==> config.mk <==
export PLATFORM = sky130hd
export DESIGN_NAME = fetch_ctrl
export DESIGN_NICKNAME = d
export VERILOG_FILES = /design/src/rtl/fetch_ctrl.sv
export SDC_FILE = /design/constraint.sdc
export NUM_CORES = 1
export LEC_CHECK = 0
export ABC_CLOCK_PERIOD_IN_PS = 3270
export BUFFER_PORTS_ARGS = -buffer_cell sky130_fd_sc_hd__buf_2
export CAP_MARGIN = 10
export CELL_PAD_IN_SITES_DETAIL_PLACEMENT = 0
export CELL_PAD_IN_SITES_GLOBAL_PLACEMENT = 2
export CORE_ASPECT_RATIO = 1.5
export CORE_MARGIN = 5
export CORE_UTILIZATION = 34
export DETAILED_ROUTE_END_ITERATION = 6
export GPL_TIMING_DRIVEN = 1
export PLACE_DENSITY = 0.91
export REMOVE_ABC_BUFFERS = 1
export SLEW_MARGIN = 20
export SYNTH_ARGS = -nofsm -noshare
export SYNTH_HDL_FRONTEND = slang
export SYNTH_SLANG_ARGS = --single-unit
==> constraint.sdc <==
create_clock -name clk -period 3.27 [get_ports clk]
set_input_delay 0.327 -clock clk [delete_from_list [all_inputs] [get_ports clk]]
set_output_delay 0.327 -clock clk [all_outputs]
set_load 0.02 [all_outputs]
==> src/rtl/fetch_ctrl.sv <==
// Instruction-fetch stage: owns the PC, drives the ROM pointer and registers the fetched word toward decode.
// Optional self-loop halt detection is enabled with FETCH_HALT_DETECT_EN (adds the halted output).
module fetch_ctrl #(
  parameter logic [31:0] RESET_PC   = 32'h0000_0000,
  parameter int          IMEM_WORDS = 256
) (
  input  logic        clk,
  input  logic        rst,
  input  logic        stall,
  input  logic        redirect_valid,
  input  logic [31:0] redirect_target,
  output logic [31:0] pointer,
  input  logic [31:0] ins_in,
  output logic        if_valid,
  input  logic        if_ready,
  output logic [31:0] if_pc,
  output logic [31:0] if_ins,
  output logic        trap,
  output logic [1:0]  trap_cause,
`ifdef FETCH_HALT_DETECT_EN
  output logic        halted,
`endif
  output logic [31:0] trap_pc
);

  // state | meaning
  // RUN   | fetching normally, subject to stall and decode backpressure
  // TRAP  | sticky fault; only reset leaves it
  // HALT  | self-loop seen; no fetches until a redirect (optional build only)
  typedef enum logic [1:0] {
    RUN,
`ifdef FETCH_HALT_DETECT_EN
    HALT,
`endif
    TRAP
  } state_t;

  localparam logic [31:0] PC_LIMIT = 32'(IMEM_WORDS * 4);
  localparam logic [31:0] NOP_INS  = 32'h0000_0013;

  state_t      state;
  logic [31:0] pc;
  logic        accept;

  assign pointer = pc;
  assign accept  = (state == RUN) && !stall && !redirect_valid && (!if_valid || if_ready);

`ifdef FETCH_HALT_DETECT_EN
  // JAL to itself, or a zero-offset branch comparing a register with itself.
  function automatic logic is_self_loop(input logic [31:0] w);
    logic jal_loop;
    logic br_loop;
    jal_loop = (w[6:0] == 7'b1101111) && (w[31:12] == 20'h0);
    br_loop  = (w[6:0] == 7'b1100011) && (w[31:25] == 7'h0) && (w[11:7] == 5'h0) &&
               (w[19:15] == w[24:20]);
    return jal_loop || br_loop;
  endfunction
`endif

  always_ff @(posedge clk or negedge rst) begin
    if (!rst) begin
      state      <= RUN;
      pc         <= RESET_PC;
      if_valid   <= 1'b0;
      if_pc      <= 32'h0;
      if_ins     <= NOP_INS;
      trap       <= 1'b0;
      trap_cause <= 2'b00;
      trap_pc    <= 32'h0;
`ifdef FETCH_HALT_DETECT_EN
      halted     <= 1'b0;
`endif
    end else if (state != TRAP) begin
      if (redirect_valid) begin
        // A redirect flushes even an output decode is accepting this cycle.
        if_valid <= 1'b0;
        if (redirect_target[1:0] == 2'b00) begin
          pc    <= redirect_target;
          state <= RUN;
`ifdef FETCH_HALT_DETECT_EN
          halted <= 1'b0;
`endif
        end else begin
          state      <= TRAP;
          trap       <= 1'b1;
          trap_cause <= 2'b01;
          trap_pc    <= redirect_target;
        end
      end else if (accept) begin
        if (pc < PC_LIMIT) begin
          if_valid <= 1'b1;
          if_pc    <= pc;
          if_ins   <= ins_in;
          pc       <= pc + 32'd4;
`ifdef FETCH_HALT_DETECT_EN
          if (is_self_loop(ins_in)) begin
            state  <= HALT;
            halted <= 1'b1;
          end
`endif
        end else begin
          state      <= TRAP;
          trap       <= 1'b1;
          trap_cause <= 2'b10;
          trap_pc    <= pc;
          if_valid   <= 1'b0;
        end
      end else if (if_valid && if_ready) begin
        if_valid <= 1'b0;
      end
    end
  end

endmodule
==> results.md <==
Run status:
- The flow ran to the end, and the final reports show no timing, DRC or antenna violations.

Synth:
- The share of flip-flops with an asynchronous set or reset is 100%.
- The share of synthesized area in the top cell type comes to 55.3%.
- The area share of xor/xnor cells in the synthesized design is 0%.
- The mapped netlist covers 5880 um2.
- The area fraction in and, or, nand and nor cells after synthesis is 13.8%.
- The count of state elements after synthesis is 133.
- The sequential area share after synthesis is 56.7%.
- After synthesis, the largest family of logic cells by area is multiplexers.
- Sorting the synthesized cells by how often they occur yields 130 x sky130_fd_sc_hd__dfrtp_1, 85 x sky130_fd_sc_hd__mux2_2, 49 x sky130_fd_sc_hd__nand2_1, 37 x sky130_fd_sc_hd__o21ai_0, 26 x sky130_fd_sc_hd__nor2b_1.
- The count of warnings emitted by yosys is 0.
- The average cell area after synthesis is 11.7 um2.
- Counting flops with a built-in enable in the synthesized netlist gives 0.
- The most used flip-flop cell after synthesis is sky130_fd_sc_hd__dfrtp_1.
- Of all cell types, the one taking the most synthesized area is sky130_fd_sc_hd__dfrtp_1.
- The multiplexer share of the synthesized area is 17.4%.
- The synthesized netlist devotes 0.213% of its cell area to adder and majority cells.
- In the synthesized netlist, the number of instances is 501.
- Yosys mapped the design onto 44 distinct sky130hd cell types.
- Summing the areas of all compound-gate instances in the mapped netlist gives 8.57% of the synthesized area.
- The most instantiated library cell after synthesis is sky130_fd_sc_hd__dfrtp_1.
- In the post-synthesis netlist, the biggest area contributors are sky130_fd_sc_hd__dfrtp_1 55%, sky130_fd_sc_hd__mux2_2 16%, sky130_fd_sc_hd__o21ai_0 3.1%.

CTS:
- The number of setup buffers added after CTS is 0.
- For the worst-skew pair, the clock arrives at the later sink with an insertion delay of 0.42 ns.
- The clock tree from TritonCTS is done.
- The number of levels in the clock H-tree is 4.
- The CTS clock-pin slew for the worst setup and hold paths is 0.07 ns.
- In this run the deepest clock path goes through 2 buffers.
- The root buffer cell is sky130_fd_sc_hd__clkbuf_16.
- The total of hold buffers inserted after clock tree synthesis is 0.
- The post-CTS resize count is 0.
- The number of buffers inserted during clock tree synthesis is 17.
- Clock tree synthesis found a total of 133 sinks.

Pwr:
- The maximum ir drop on the vdd rail is 347 uV.
- The analysis attributes to cell leakage a power of 3.94 nW.
- The total power consumption of the routed design is 5.61 mW.
- The total power density per cell area is 727 nW/um2.

Finish:
- The synthesis-to-finish area growth is 31.1%.
- At the end of the flow, the number of nets in the layout was 775.
- 0 antenna diodes ended up in the layout.
- The fraction of layout instances using a drive strength above 1 is 46.9%.

Critical path:
- In this run the worst setup path terminates at trap_pc[29].
- The number of cells on the critical path is 6.
- The critical path start-end classification is flop to flop.
- The endpoint class of the critical path is a flop.
- For the worst setup path, the data arrival time is 2.67 ns.
- The endpoint identified for the worst register-to-register timing path is trap_pc[29].
- The worst flop-to-flop path startpoint is pointer[28].
- The highest fanout seen on the critical path is 28.
- Among all stages on the critical path, the largest delay is contributed by sky130_fd_sc_hd__nor4_1.
- The worst-case reg-to-reg path depth is 6.
- The signal on the critical path passes through nor4_1 -> nand4_1 -> o21bai_2 -> nand2_2 -> buf_4 -> mux2_2.
- The type of origin of the critical path is a flop.
- The endpoint required time on the critical path is 3.57 ns.
- In this run the register-to-register setup slack is 0.90 ns.
- On the critical path the largest part of the delay comes from simple AND/OR/NAND/NOR gates.
- The peak per-stage delay on the critical path is 0.47 ns.
- The launching element of the worst setup path is pointer[28].
- Counting both buffers and inverters, the worst setup path holds a total of 1.

Floorplanning:
- The initial utilization of the core area, before any placement, comes to 34.2%.
- The die width is 117 um.
- The placeable core area is 17200 um2.
- The die covers 20100 um2.
- 201 I/O pins were placed.
- The floorplan row count is 59.
- The vertical die dimension is 171 um.

Timing:
- The final hold violation count is 0.
- The number of pins with negative max-slew slack in the final report is 0.
- After layout, the worst path uses 72.5% of the clock period.
- At the pin with the least slew margin, the transition time is 0.950 ns.
- In this run the tightest slew margin relative to its limit is 36.6%.
- The setup total negative slack is 0 ns.
- Setup repair after global routing left no endpoint under its margin.
- The setup skew after layout is 0.0186 ns.
- The minimum clock period is 2.37 ns.
- The setup-violating endpoint count in the final report is 0.
- Static timing analysis puts the maximum clock frequency at 422 MHz.

Global route:
- The initial antenna violation count is 2.
- Global routing used 17.1% of the available tracks across all layers.
- The first global-routing pass estimated 27000 um of wire.
- Entering global routing, the biggest net connects 107 pins.
- The via count of the first global-routing pass is 5056.
- The remaining global-route overflow is 0.

Drt:
- The first-iteration detailed-routing DRC count is 211.
- The length of the first detailed-routing pass in iterations is 5.
- For this block, the routed nets add up to 16800 um of wire.
- The total number of vias is 4698.
- The detail-routed via count per cell is 5.05.
- The antenna violation net count after detailed routing is 0.
- The final routed DRC violation total is 0.
- The average wire per cell in the routed design is 18.0 um.

Flow run:
- Across the run, the number of max-cap violations was 0.

Min path:
- The path class of the tightest hold or removal check is input pin to async pin.

Placement:
- The placed wire-length estimate is 12700 um.
- The number of input and output port buffers inserted is 200.
- The placer's final routability congestion estimate is 0.764.
worst min-delay path by stage:
stage / to
global placement: if_ins[31]
floorplan: if_ins[10]
CTS: if_ins[7]
detailed placement: if_pc[5]
finish: if_ins[7]
global route: if_ins[7]
sequential cells by signal (all words and copies together), names as in the netlist:
register / cells
if_valid: 1
if_ins: 32
if_pc: 32
pointer: 32
trap_cause: 2
state: 1
trap: 1
trap_pc: 32
routing by layer:
layer / wire (um) / vias up / track usage (%)
met5: 32 / - / 0
met4: 391 / 4 / 6.61
met1: 6490 / 2284 / 19.5
met2: 8430 / 179 / 28.9
li1: - / 2202 / -
met3: 1440 / 29 / 6.61
cells in the final DEF, fill, tap and decap left out, types with 2 or more instances in the layout:
master / instances
sky130_fd_sc_hd__mux2i_1: 3
sky130_fd_sc_hd__a311oi_1: 2
sky130_fd_sc_hd__o22ai_1: 3
sky130_fd_sc_hd__nor4_1: 8
sky130_fd_sc_hd__nor3_1: 6
sky130_fd_sc_hd__nand2_1: 49
sky130_fd_sc_hd__nor2b_1: 26
sky130_fd_sc_hd__dfrtp_1: 130
sky130_fd_sc_hd__clkbuf_16: 17
sky130_fd_sc_hd__o32ai_1: 2
sky130_fd_sc_hd__inv_1: 17
sky130_fd_sc_hd__mux2_2: 85
sky130_fd_sc_hd__a31oi_1: 2
sky130_fd_sc_hd__inv_6: 4
sky130_fd_sc_hd__o31ai_1: 2
sky130_fd_sc_hd__dfstp_2: 3
sky130_fd_sc_hd__nand3_1: 9
sky130_fd_sc_hd__mux2_1: 3
sky130_fd_sc_hd__buf_4: 8
sky130_fd_sc_hd__inv_8: 7
sky130_fd_sc_hd__nand4_1: 8
sky130_fd_sc_hd__a211o_1: 11
sky130_fd_sc_hd__o21ai_0: 37
sky130_fd_sc_hd__clkinv_4: 2
sky130_fd_sc_hd__nand2b_1: 12
sky130_fd_sc_hd__a21oi_1: 17
sky130_fd_sc_hd__nor2_1: 16
sky130_fd_sc_hd__and3_1: 4
sky130_fd_sc_hd__and4_1: 4
sky130_fd_sc_hd__buf_2: 199
sky130_fd_sc_hd__or2_2: 2
final cells by class:
cell class | instances | area [um2]
fillers | 1664 | 9490
flip-flops and latches | 133 | 3330
multi-input cells | 326 | 2350
repair buffers | 209 | 1090
clock buffers | 17 | 425
well taps | 213 | 267
clock inverters | 15 | 178
inverters | 18 | 67.6
power breakdown:
part	switching (mW)	internal [mW]	total [mW]
clock network	0.838	1.10	1.94
registers	0.306	1.97	2.28
logic	0.851	0.537	1.39
total	2.00	3.61	5.61
kinds of logic (layout without fill, tap and decap cells):
logic type / Yosys count / count (layout)
flip-flops: 133 / 133
AO/OA/AOI/OAI: 83 / 83
adder cells (fa/ha/maj): 1 / 1
buffers and inverters: 42 / 259
multiplexers: 91 / 91
AND/OR/NAND/NOR: 151 / 151
per-stage QoR:
step | utilization, % | cell area (um2) | worst slack, ns | instances | hold WS [ns]
2_1_floorplan | - | 5750 | 0.180 | 477 | 0.0314
3_3_place_gp | 41.3 | 7110 | 0.756 | 899 | 0.473
3_5_place_dp | 41.3 | 7110 | 0.721 | 899 | 0.471
4_1_cts | 44.8 | 7710 | 0.817 | 931 | 0.0670
5_1_grt | 44.8 | 7710 | 0.732 | 931 | 0.0978
6_report | 44.8 | 7710 | 0.899 | 931 | 0.0331
worst register-to-register path: cells and delay by family (launching register included):
| kind | cells | cell delay, ns |
|---|---|---|
| buffers and inverters | 1 | 0.31 |
| multiplexers | 1 | 0.33 |
| flip-flops | 1 | 0.40 |
| AND/OR/NAND/NOR | 3 | 0.95 |
| AO/OA/AOI/OAI | 1 | 0.26 |
Power figures use the tool's default switching activity.
